## src/rtl/reset_sequencer.sv

```systemverilog
// Reset sequencer: releases NUM_STAGES downstream reset domains one at a
// time, in index order. Each release comes after DELAY hold cycles and must
// be acknowledged by that domain within TIMEOUT cycles. A missing ack parks
// the sequencer in ERROR, with the offending stage held in reset again.
module reset_sequencer #(
  parameter int NUM_STAGES = 3,
  parameter int DELAY      = 4,
  parameter int TIMEOUT    = 16,
  parameter int IDX_W      = 2
) (
  input  logic                  clk,
  input  logic                  rst_i,
  input  logic                  sw_rst_req,
  input  logic [NUM_STAGES-1:0] stage_ack,
  output logic [NUM_STAGES-1:0] stage_rst_o,
  output logic                  all_ready,
  output logic                  busy,
  output logic                  timeout_err,
  output logic [IDX_W-1:0]      fail_stage
);

  typedef enum logic [1:0] {
    HOLD  = 2'd0,
    WAIT  = 2'd1,
    DONE  = 2'd2,
    ERROR = 2'd3
  } state_t;

  localparam logic [7:0]       DELAY_LAST   = 8'(DELAY - 1);
  localparam logic [7:0]       TIMEOUT_LAST = 8'(TIMEOUT - 1);
  localparam logic [IDX_W-1:0] LAST_IDX     = IDX_W'(NUM_STAGES - 1);

  state_t                  state, state_nxt;
  logic [IDX_W-1:0]        idx, idx_nxt;
  logic [7:0]              cnt, cnt_nxt;
  logic [NUM_STAGES-1:0]   stage_rst_nxt;
  logic                    all_ready_nxt;
  logic                    busy_nxt;
  logic                    timeout_err_nxt;
  logic [IDX_W-1:0]        fail_stage_nxt;

  // Next-state and next-output logic; every output is registered below.
  always_comb begin
    state_nxt       = state;
    idx_nxt         = idx;
    cnt_nxt         = cnt;
    stage_rst_nxt   = stage_rst_o;
    all_ready_nxt   = all_ready;
    busy_nxt        = busy;
    timeout_err_nxt = timeout_err;
    fail_stage_nxt  = fail_stage;

    if (sw_rst_req) begin
      // Software restart: same landing values as a hardware reset.
      state_nxt       = HOLD;
      idx_nxt         = '0;
      cnt_nxt         = '0;
      stage_rst_nxt   = '1;
      all_ready_nxt   = 1'b0;
      busy_nxt        = 1'b1;
      timeout_err_nxt = 1'b0;
      fail_stage_nxt  = '0;
    end else begin
      unique case (state)
        HOLD: begin
          if (cnt == DELAY_LAST) begin
            stage_rst_nxt[idx] = 1'b0;
            cnt_nxt            = '0;
            state_nxt          = WAIT;
          end else begin
            cnt_nxt = cnt + 8'd1;
          end
        end
        WAIT: begin
          // Only the stage just released is looked at; other acks are noise.
          if (stage_ack[idx]) begin
            if (idx == LAST_IDX) begin
              state_nxt     = DONE;
              all_ready_nxt = 1'b1;
              busy_nxt      = 1'b0;
            end else begin
              idx_nxt   = idx + 1'b1;
              cnt_nxt   = '0;
              state_nxt = HOLD;
            end
          end else if (cnt == TIMEOUT_LAST) begin
            // Put the silent stage back into reset; earlier stages stay up.
            state_nxt          = ERROR;
            timeout_err_nxt    = 1'b1;
            fail_stage_nxt     = idx;
            busy_nxt           = 1'b0;
            stage_rst_nxt[idx] = 1'b1;
          end else begin
            cnt_nxt = cnt + 8'd1;
          end
        end
        DONE: begin
          // Ready tracks the live acks without re-running the sequence.
          all_ready_nxt = &stage_ack;
        end
        ERROR: begin
          // Parked until a hardware or software reset.
        end
        default: begin
          state_nxt = HOLD;
        end
      endcase
    end
  end

  // State and output registers; rst_i overrides everything, including sw_rst_req.
  always_ff @(posedge clk) begin
    if (rst_i) begin
      state       <= HOLD;
      idx         <= '0;
      cnt         <= '0;
      stage_rst_o <= '1;
      all_ready   <= 1'b0;
      busy        <= 1'b1;
      timeout_err <= 1'b0;
      fail_stage  <= '0;
    end else begin
      state       <= state_nxt;
      idx         <= idx_nxt;
      cnt         <= cnt_nxt;
      stage_rst_o <= stage_rst_nxt;
      all_ready   <= all_ready_nxt;
      busy        <= busy_nxt;
      timeout_err <= timeout_err_nxt;
      fail_stage  <= fail_stage_nxt;
    end
  end

endmodule

```

## config.mk

```make
export PLATFORM = sky130hd
export DESIGN_NAME = reset_sequencer
export DESIGN_NICKNAME = d
export VERILOG_FILES = /design/src/rtl/reset_sequencer.sv
export SDC_FILE = /design/constraint.sdc
export NUM_CORES = 1
export LEC_CHECK = 0
export BUFFER_PORTS_ARGS = -buffer_cell sky130_fd_sc_hd__buf_4
export CAP_MARGIN = 20
export CORE_MARGIN = 5
export CORE_UTILIZATION = 54
export DETAILED_ROUTE_END_ITERATION = 16
export PLACE_DENSITY = 0.75
export SYNTH_ARGS = -nofsm -noshare
export SYNTH_HDL_FRONTEND = slang
export SYNTH_SLANG_ARGS = --single-unit
```

## constraint.sdc

```tcl
create_clock -name clk -period 5.2 [get_ports clk]
set_clock_uncertainty 0.1 [all_clocks]
set_input_delay 0.52 -clock clk [delete_from_list [all_inputs] [get_ports clk]]
set_output_delay 0.52 -clock clk [all_outputs]
set_load 0.02 [all_outputs]
```

==> results.md, run 1 <==
- Final period utilization: 0.444
- Crit path arrival time: 2.45 ns
- Detailed Route Iter0 Violations: 23
- Synth Warn #: 0
- Worst min path class: register to register
- Fmax: 433 MHz
- Post-detailed-route count of antenna-violating nets: 0
- Switching part of the total power: 0.185
- Mapped Avg Cell Area: 9.06 sq um
- Vias in the first global route: 812
- Largest net degree at the start of global routing: 20
- # clock sinks: 20
- Gate power share: 0.043
- Slew Viols, Final: 0
- IO buf count: 13
- # setup viols final: 0
- Setup TNS: 0 ns
- R2R depth: 7
- Die footprint: 2910 sq um
- Yosys cell types: 36
- # IOs: 14
- Post-Route WL: 2200 um
- Cts repair resizes: 0
- Vias/cell: 5.95
- DR DRC count: 0
- Starting Density: 0.585
- Cell area after synthesis: 1040 sq um
- Die outline height: 53.9 um
- Layout cells sized above 1: 0.172
- Drt first pass iters: 4
- Sequential share of power: 0.532
- Wirelength per Cell: 14.3 um
- Max Root-Sink Buffers: 2
- Global placer's final weighted congestion: 0.838
- Vias post-DR: 910
- Gr ovfl total: 0
- Setup Fix Bufs, Post-CTS: 0
- H-tree depth: 1
- Antenna cells: 0
- Worst EP required: 5.34 ns
- Clk root buf: clkbuf_4
- CTS Hold Bufs: 0
- Internal: 0.237 mW
- Num rows: 15
- MaxCap Viol Count: 0
- Power per cell area: 241 nW/um^2
- Clk network pwr share: 0.425
- Final Hold Vio Count: 0
- Overall Global Routing Usage: 0.181
- Psw: 0.0537 mW
- Post-synthesis register bit count: 20
- Least-Margin Pin Slew: 0.528 ns
- Worst setup SP type: register
- CTS tree: done
- Sequential area share after synthesis: 0.384
- Syn_nets: 125
- Leak pwr: 0.441 nW
- Core ar.: 1780 sq um
- Worst hold stages: 2
- Max FO, Critical Path: 9
- Post-Syn Instances: 115
- Peak VDD IR: 218 uV
- Post-DP HPWL: 1590 um
- Unrepaired setup endpoints after global routing: no
- Final #Nets: 139
- Min cycle time layout: 2.31 ns
- Initial antenna violation count: 0
- Worst skew pair latency: 0.29 ns
- Layout fillers: 158
- Total CTS buffers: 3
- First-pass GRT wire length: 3820 um
- Critical path capture point type: register
- Critical path type: register to register
- Status: complete, no violations
- Clk slew on worst S/H paths: 0.11 ns
- Total power: 0.291 mW
- Area delta synth->final: 15.7%
- Die width: 53.9 um
- Max-slew headroom: 0.648
cells in the mapped netlist:
| cell type | number | area (sq um) |
|---|---|---|
| nor2b_1 | 1 | 6.26 |
| xnor2_1 | 1 | 8.76 |
| nor3b_1 | 2 | 15.0 |
| o21ai_0 | 8 | 40.0 |
| nor4_1 | 3 | 18.8 |
| nand3b_1 | 2 | 15.0 |
| or2_2 | 1 | 6.26 |
| dfxtp_1 | 20 | 400 |
| a21oi_1 | 3 | 15.0 |
| o211ai_1 | 1 | 7.51 |
| inv_1 | 3 | 11.3 |
| ha_1 | 4 | 50.1 |
| a31o_2 | 1 | 8.76 |
| nand3_1 | 3 | 15.0 |
| o21a_1 | 2 | 15.0 |
| buf_2 | 2 | 10.0 |
| or4_1 | 1 | 7.51 |
| or3_1 | 3 | 18.8 |
| a311o_1 | 3 | 30.0 |
| a21boi_0 | 3 | 22.5 |
| nor2_1 | 13 | 48.8 |
| clkbuf_1 | 1 | 3.75 |
| a211o_1 | 1 | 8.76 |
| and2_0 | 1 | 6.26 |
| nand2_1 | 5 | 18.8 |
| o2111a_2 | 1 | 12.5 |
| a2111o_1 | 1 | 11.3 |
| nor3_1 | 4 | 20.0 |
| a32o_1 | 6 | 60.1 |
| nand2b_1 | 3 | 18.8 |
| a21oi_2 | 1 | 8.76 |
| a2111oi_4 | 1 | 27.5 |
| o22ai_1 | 1 | 6.26 |
| mux2i_1 | 4 | 40.0 |
| and3_1 | 4 | 25.0 |
| buf_1 | 1 | 3.75 |
cell usage in the layout, fill, tap and decap left out, types with 2 or more instances in the layout:
master    Yosys  routed
mux2i_1       4       4
o21ai_0       8       8
a311o_1       3       3
buf_4         0      13
a32o_1        6       6
nor2_1       13      13
nor3_1        4       4
a21oi_1       3       3
o21a_1        2       2
ha_1          4       4
a21boi_0      3       3
and3_1        4       4
or3_1         3       3
dfxtp_1      20      20
nor4_1        3       3
nand3b_1      2       2
clkbuf_4      0       3
nor3b_1       2       2
inv_1         3       3
nand2_1       5       5
nand3_1       3       3
nand2b_1      3       3
power groups by stage:
stage | clock network, mW | registers (mW) | logic (mW)
global route | 0.138 | 0.155 | 0.0142
finish | 0.124 | 0.155 | 0.0125
CTS | 0.129 | 0.155 | 0.0125
detailed placement | 0 | 0.158 | 0.0124
global placement | 0 | 0.158 | 0.0120
floorplan | 0 | 0.158 | 0.00747
worst paths after layout:
check | from | endpoint | slack (ns)
setup / recovery | idx[0] | cnt[5] | 2.89
hold / removal | busy | busy | 0.38
setup reg to reg | idx[0] | cnt[5] | 2.89
hold reg to reg | busy | busy | 0.38
area by class of cell:
cell class | count | area [sq um] | share of cell area
repair buffers | 13 | 97.6 | 0.0809
multi-input cells | 88 | 613 | 0.508
well taps | 25 | 31.3 | 0.0259
inverters | 3 | 11.3 | 0.00934
clock buffers | 3 | 22.5 | 0.0187
clock inverters | 1 | 30.0 | 0.0249
flip-flops and latches | 20 | 400 | 0.332
layer usage:
metal | up-vias | GRT usage | share of wire
met5 | - | 0 | 0
met4 | 0 | 0.0723 | 0.0064
met3 | 2 | 0.0332 | 0.047
met2 | 25 | 0.248 | 0.43
met1 | 419 | 0.273 | 0.51
li1 | 464 | - | -
cells by family after synthesis:
group / Yosys count / synth area share
AO/OA/AOI/OAI: 33 / 0.263
adder cells (fa/ha/maj): 4 / 0.0480
buffers and inverters: 7 / 0.0276
multiplexers: 4 / 0.0384
AND/OR/NAND/NOR: 46 / 0.231
XOR/XNOR: 1 / 0.00840
flip-flops: 20 / 0.384
worst max-delay path, stage by stage (launching register included):
cell and delay, ns:
dfxtp_1 0.55, inv_1 0.12, ha_1 0.27, nand2_1 0.10
nor3_1 0.08, a2111o_1 0.49, nor2_1 0.36, a32o_1 0.19
per-stage QoR:
| stage | worst slack [ns] | cells | utilization | hold slack [ns] | area, sq um |
|---|---|---|---|---|---|
| 2_1_floorplan | 3.19 | 115 | - | 0.344 | 1040 |
| 3_3_place_gp | 2.99 | 149 | 0.647 | 0.352 | 1150 |
| 3_5_place_dp | 2.93 | 149 | 0.647 | 0.359 | 1150 |
| 4_1_cts | 2.90 | 153 | 0.676 | 0.381 | 1210 |
| 5_1_grt | 2.74 | 153 | 0.676 | 0.406 | 1210 |
| 6_report | 2.89 | 153 | 0.676 | 0.379 | 1210 |
No activity file was read; power rests on OpenSTA's default activity.
==> inputs of run 2 (changes only) <==
ABC_AREA = 1   (was unset)
CORE_UTILIZATION = 51   (was 54)
PLACE_DENSITY = 0.74   (was 0.75)
clock period = 1.9 ns   (was 5.2 ns; I/O delays follow)
==> results.md, run 2 <==
- Vias in the first global route: 1089 (was 812)
- Fmax: 586 MHz (was 433 MHz)
- Most common cell in the netlist: nand2_1 (was dfxtp_1)
- Worst skew pair latency: 0.29 ns (about the same)
- # clock sinks: 20 (unchanged)
- Max-slew headroom: 0.794 (was 0.648)
- Die footprint: 3310 sq um (was 2910 sq um)
- Max Root-Sink Buffers: 2 (unchanged)
- Final period utilization: 0.898 (was 0.444)
- Final Hold Vio Count: 0 (unchanged)
- CTS tree: done (unchanged)
- Placed cells: 217 (was 149)
- Starting Density: 0.525 (was 0.585)
- Total CTS buffers: 3 (unchanged)
- Min cycle time layout: 1.71 ns (was 2.31 ns)
- H-tree depth: 1 (unchanged)
- Syn_nets: 186 (was 125)
- Detailed Route Iter0 Violations: 20 (was 23)
- # setup viols final: 0 (unchanged)
- IO buf count: 13 (unchanged)
- Largest net degree at the start of global routing: 17 (was 20)
- R2r endpoint: cnt[1] (was cnt[5])
- Clk root buf: clkbuf_4 (unchanged)
- Critical path capture point type: register (unchanged)
- Yosys cell types: 21 (was 36)
- Post-DP HPWL: 1820 um (was 1590 um)
- Post-detailed-route count of antenna-violating nets: 0 (unchanged)
- Global placer's final weighted congestion: 0.859 (was 0.838)
- Setup Fix Bufs, Post-CTS: 0 (unchanged)
- Unrepaired setup endpoints after global routing: no (unchanged)
- Layout fillers: 223 (was 158)
- # IOs: 14 (unchanged)
- Dominant synthesized flop cell: dfxtp_1 (unchanged)
- Fin Hold WS: 0.136 ns (was 0.379 ns)
- Worst EP required: 2.01 ns (was 5.34 ns)
- R2R Setup Slk: 0.19 ns (was 2.89 ns)
- Post-synthesis register bit count: 20 (unchanged)
- Overall Global Routing Usage: 0.167 (was 0.181)
- Max FO, Critical Path: 12 (was 9)
- First-pass GRT wire length: 4450 um (was 3820 um)
- Critical path type: register to register (unchanged)
- Share of the synthesized area in the top cell type: 0.348 (was 0.384)
- Cts repair resizes: 0 (unchanged)
- Leak pwr: 0.575 nW (was 0.441 nW)
- Worst hold stages: 5 (was 2)
- Reg-to-Reg Start: cnt[0] (was idx[0])
- CTS Hold Bufs: 0 (unchanged)
- Vias/cell: 5.21 (was 5.95)
- DR DRC count: 0 (unchanged)
- Mapped Avg Cell Area: 6.54 sq um (was 9.06 sq um)
- Register area: 400 sq um (unchanged)
- Crit path arrival time: 1.81 ns (was 2.45 ns)
- MaxCap Viol Count: 0 (unchanged)
- Vias post-DR: 1147 (was 910)
- Most frequent cells in the layout: nand2_1, inv_1, nand3_1 (was dfxtp_1, nor2_1, buf_4)
- Synth Warn #: 0 (unchanged)
- Drt first pass iters: 4 (unchanged)
- Cell area after synthesis: 1150 sq um (was 1040 sq um)
- Final Util: 0.597 (was 0.676)
- Most frequent cells after synthesis: nand2_1, inv_1, nand3_1 (was dfxtp_1, nor2_1, o21ai_0)
- Power per cell area: 509 nW/um^2 (was 241 nW/um^2)
- Layout cells sized above 1: 0.151 (was 0.172)
- Gr ovfl total: 0 (unchanged)
- Initial antenna violation count: 0 (unchanged)
- Wirelength per Cell: 10.9 um (was 14.3 um)
- Least-Margin Pin Slew: 0.308 ns (was 0.528 ns)
- Slew Viols, Final: 0 (unchanged)
- R2R depth: 8 (was 7)
- Cell taking the most area after synthesis: dfxtp_1 (unchanged)
- Post-Layout Inst Area: 1310 sq um (was 1210 sq um)
- Area delta synth->final: 13.7% (was 15.7%)
- Sequential area share after synthesis: 0.348 (was 0.384)
- Post-synth ARST share: 0 (unchanged)
- Cell Area, Placed: 1290 sq um (was 1150 sq um)
- Worst min path class: primary input to register (was register to register)
- Antenna cells: 0 (unchanged)
- Commonest non-fill, non-tap cell in the layout: nand2_1 (was dfxtp_1)
- Clk slew on worst S/H paths: 0.10 ns (was 0.11 ns)
- Die outline height: 57.5 um (was 53.9 um)
- Status: complete, no violations (unchanged)
- Fin cells: 220 (was 153)
- Final #Nets: 204 (was 139)
- Multi-input gate area: 637 sq um (was 613 sq um)
- Post-Route WL: 2400 um (was 2200 um)
- Die width: 57.5 um (was 53.9 um)
- Core ar.: 2190 sq um (was 1780 sq um)
- EDFF count, synth: 0 (unchanged)
- CP Launch Point: cnt[0] (was idx[0])
- Top post-synthesis cells by area: dfxtp_1, nand2_1, nand3_1 (was dfxtp_1, a32o_1, ha_1)
- Peak VDD IR: 349 uV (was 218 uV)
- Post-Syn Instances: 176 (was 115)
- Worst setup SP type: register (unchanged)
- Setup TNS: 0 ns (unchanged)
- Critical Path End: cnt[1] (was cnt[5])
- Num rows: 17 (was 15)
-- run 2: changes by cell type in the layout (fill, tap and decap cells not counted), sizes merged, moves of 4 or more --
cell	previous run	this run
and3	4	0
a21oi	4	15
nand4	0	4
inv	3	25
a32o	6	0
mux2i	4	0
nand2	5	46
nand3	3	28
nor2	13	23
-- run 2: cells by family (layout without fill, tap and decap cells) --
group           Yosys count  count (layout)  synth area share
simple gates            102             102             0.401
flops                    20              20             0.348
fa+ha+maj                 4               4            0.0435
xor+xnor                  2               2            0.0152
buf+inv                  28              44            0.0989
compound gates           20              20            0.0935
-- run 2: per-layer routing --
| metal | routed length, um | track usage |
|---|---|---|
| met1 | 1190 | 0.212 |
| met2 | 1030 | 0.265 |
| met3 | 101 | 0.0226 |
| met5 | 0 | 0 |
| met4 | 78 | 0.0993 |
-- run 2: final cells by class --
cell class	instances	share of cell area
Inverter	25	0.0717
Tap cell	28	0.0268
Multi-Input combinational cell	128	0.487
Timing Repair Buffer	16	0.0918
Sequential cell	20	0.306
Clock buffer	3	0.0172
-- run 2: metrics by stage --
step | total power, mW | setup slack [ns]
after floorplan | 0.461 | 0.375
after global placement | 0.479 | 0.282
after detailed placement | 0.480 | 0.207
after CTS | 0.679 | 0.186
after global routing | 0.702 | 0.00396
final | 0.666 | 0.193
-- run 2: critical path, cell delays in order, from the launching register on --
cell and delay [ns]:
dfxtp_1 0.43, ha_1 0.26, nand3_2 0.14, nor2_4 0.16
nand3_2 0.10, nand3_2 0.24, nand2_1 0.09, inv_1 0.06
nor2_1 0.04
-- run 2: how the worst min path moves through the flow --
stage                             start            end  slack [ns]
after floorplan                   rst_i      all_ready        0.29
after global placement             busy           busy        0.33
after detailed placement  fail_stage[0]  fail_stage[0]        0.34
after CTS                  stage_ack[0]      all_ready        0.12
after global routing       stage_ack[0]      all_ready        0.17
final                      stage_ack[0]      all_ready        0.14
-- run 2: report_power, final --
group          internal (mW)  leakage, nW  switching [mW]
logic                 0.0188        0.399          0.0269
registers              0.421        0.162         0.00315
clock network         0.0739       0.0138           0.121
total                  0.514        0.575           0.151
==> inputs of run 3 (changes only) <==
RECOVER_POWER = 25   (was unset)
==> results.md, run 3 (synthesized netlist as in run 2, its figures left out) <==
- Status: complete, no violations (unchanged)
- Vias post-DR: 1144 (was 1147)
- Layout cells sized above 1: 0.120 (was 0.151)
- Unrepaired setup endpoints after global routing: no (unchanged)
- Power per cell area: 518 nW/um^2 (was 509 nW/um^2)
- Setup ws final: 0.194 ns (was 0.193 ns)
- Setup Fix Bufs, Post-CTS: 0 (unchanged)
- Sequential share of power: 0.638 (about the same)
- Peak VDD IR: 349 uV (about the same)
- Worst hold stages: 5 (unchanged)
- Overall Global Routing Usage: 0.167 (unchanged)
- Placed cells: 217 (unchanged)
- Vias/cell: 5.20 (was 5.21)
- Min cycle time layout: 1.71 ns (about the same)
- IO buf count: 13 (unchanged)
- Switching part of the total power: 0.228 (about the same)
- Largest net degree at the start of global routing: 17 (unchanged)
- DR DRC count: 0 (unchanged)
- Leak pwr: 0.553 nW (was 0.575 nW)
- Fin cells: 220 (unchanged)
- CTS tree: done (unchanged)
- R2R Setup Slk: 0.19 ns (about the same)
- Clk root buf: clkbuf_4 (unchanged)
- Critical path type: register to register (unchanged)
- Antenna cells: 0 (unchanged)
- Core ar.: 2190 sq um (unchanged)
- Vias in the first global route: 1089 (unchanged)
- HP Start: stage_ack[0] (unchanged)
- Final period utilization: 0.898 (about the same)
- Slew Viols, Final: 0 (unchanged)
- Die outline height: 57.5 um (unchanged)
- Clk network pwr share: 0.294 (was 0.293)
- # setup viols final: 0 (unchanged)
- Global placer's final weighted congestion: 0.859 (unchanged)
- MaxCap Viol Count: 0 (unchanged)
- R2R depth: 8 (unchanged)
- Gate power share: 0.069 (about the same)
- Total CTS buffers: 3 (unchanged)
- Post-detailed-route count of antenna-violating nets: 0 (unchanged)
- Num rows: 17 (unchanged)
- Area delta synth->final: 11.7% (was 13.7%)
- Post-DP HPWL: 1820 um (unchanged)
- Most frequent cells in the layout: nand2_1, inv_1, nand3_1 (unchanged)
- Gr ovfl total: 0 (unchanged)
- Die width: 57.5 um (unchanged)
- Max Root-Sink Buffers: 2 (unchanged)
- Psw: 0.152 mW (was 0.151 mW)
- Post-Route WL: 2390 um (was 2400 um)
- Critical path capture point type: register (unchanged)
- Max FO, Critical Path: 12 (unchanged)
- Worst min path class: primary input to register (unchanged)
- Initial antenna violation count: 0 (unchanged)
- Clk slew on worst S/H paths: 0.10 ns (about the same)
- Cells along the critical path: ha_1 > nand3_2 > nor2_4 > nand3_2 > nand3_2 > nand2_1 > inv_1 > nor2_1 (unchanged)
- Cts repair resizes: 0 (unchanged)
- Setup WS pre-CTS: 0.207 ns (unchanged)
- Least-Margin Pin Slew: 0.308 ns (unchanged)
- Worst skew pair latency: 0.29 ns (about the same)
- # clock sinks: 20 (unchanged)
- Max-slew headroom: 0.794 (unchanged)
- Final Hold Vio Count: 0 (unchanged)
- Setup TNS: 0 ns (unchanged)
- Starting Density: 0.525 (unchanged)
- Internal: 0.514 mW (about the same)
- Final #Nets: 204 (unchanged)
- First-pass GRT wire length: 4450 um (unchanged)
- Die footprint: 3310 sq um (unchanged)
- Reg-to-Reg Start: cnt[0] (unchanged)
- Detailed Route Iter0 Violations: 19 (was 20)
- Final Util: 0.587 (was 0.597)
- # IOs: 14 (unchanged)
- Hold endpoint: all_ready (unchanged)
- Crit path max-delay cell type: dfxtp_1 (unchanged)
- Worst EP required: 2.01 ns (about the same)
- R2r endpoint: cnt[1] (unchanged)
- Crit path arrival time: 1.81 ns (about the same)
- CP max stage delay: 0.43 ns (about the same)
- CTS Hold Bufs: 0 (unchanged)
- Worst setup SP type: register (unchanged)
- Drt first pass iters: 4 (unchanged)
- Fmax: 586 MHz (about the same)
- Wirelength per Cell: 10.9 um (about the same)
- Commonest non-fill, non-tap cell in the layout: nand2_1 (unchanged)
- Layout fillers: 230 (was 223)
- Crit path top cell by count: nand3_2 (unchanged)
- H-tree depth: 1 (unchanged)
## run 3: cell types whose count changed in the layout (fill, tap and decap cells not counted), sizes merged
cell / change
buf: -6
clkbuf: +6
## run 3: power by group through the flow
stage / Combinational (mW) / Sequential, mW / Clock [mW]
after floorplan: 0.0278 / 0.434 / 0
after global placement: 0.0446 / 0.434 / 0
after detailed placement: 0.0458 / 0.434 / 0
after CTS: 0.0460 / 0.425 / 0.208
after global routing: 0.0531 / 0.425 / 0.224
final: 0.0456 / 0.425 / 0.196
## run 3: worst max-delay path by stage
| stage | from | endpoint | slack (ns) |
|---|---|---|---|
| global route | cnt[0] | cnt[0] | 0.004 |
| global placement | cnt[0] | cnt[2] | 0.28 |
| CTS | cnt[0] | cnt[1] | 0.19 |
| detailed placement | cnt[0] | cnt[7] | 0.21 |
| floorplan | cnt[0] | cnt[6] | 0.37 |
| finish | cnt[0] | cnt[1] | 0.19 |
## run 3: through the flow
| step | hold slack, ns | cell area (sq um) | total power, mW |
|---|---|---|---|
| after floorplan | 0.292 | 1150 | 0.461 |
| after global placement | 0.333 | 1290 | 0.479 |
| after detailed placement | 0.338 | 1290 | 0.480 |
| after CTS | 0.120 | 1310 | 0.679 |
| after global routing | 0.171 | 1290 | 0.702 |
| final | 0.136 | 1290 | 0.666 |
## run 3: cell type report
cell class / instances / area [sq um] / share of cell area
Sequential cell: 20 / 400 / 0.311
Tap cell: 28 / 35.0 / 0.0272
Inverter: 25 / 93.8 / 0.0730
Timing Repair Buffer: 16 / 97.6 / 0.0759
Multi-Input combinational cell: 128 / 637 / 0.495
Clock buffer: 3 / 22.5 / 0.0175
## run 3: layer usage
layer | vias up | GRT usage | wire length, um
met4 | 0 | 0.0993 | 78
met2 | 21 | 0.265 | 1030
li1 | 601 | - | -
met1 | 514 | 0.212 | 1200
met5 | - | 0 | 0
met3 | 8 | 0.0226 | 90
## run 3: worst max-delay path, delay by kind of cell (launching register included)
family / cells / cell delay, ns
flip-flops: 1 / 0.43
AND/OR/NAND/NOR: 6 / 0.77
adder cells (fa/ha/maj): 1 / 0.26
buffers and inverters: 1 / 0.06
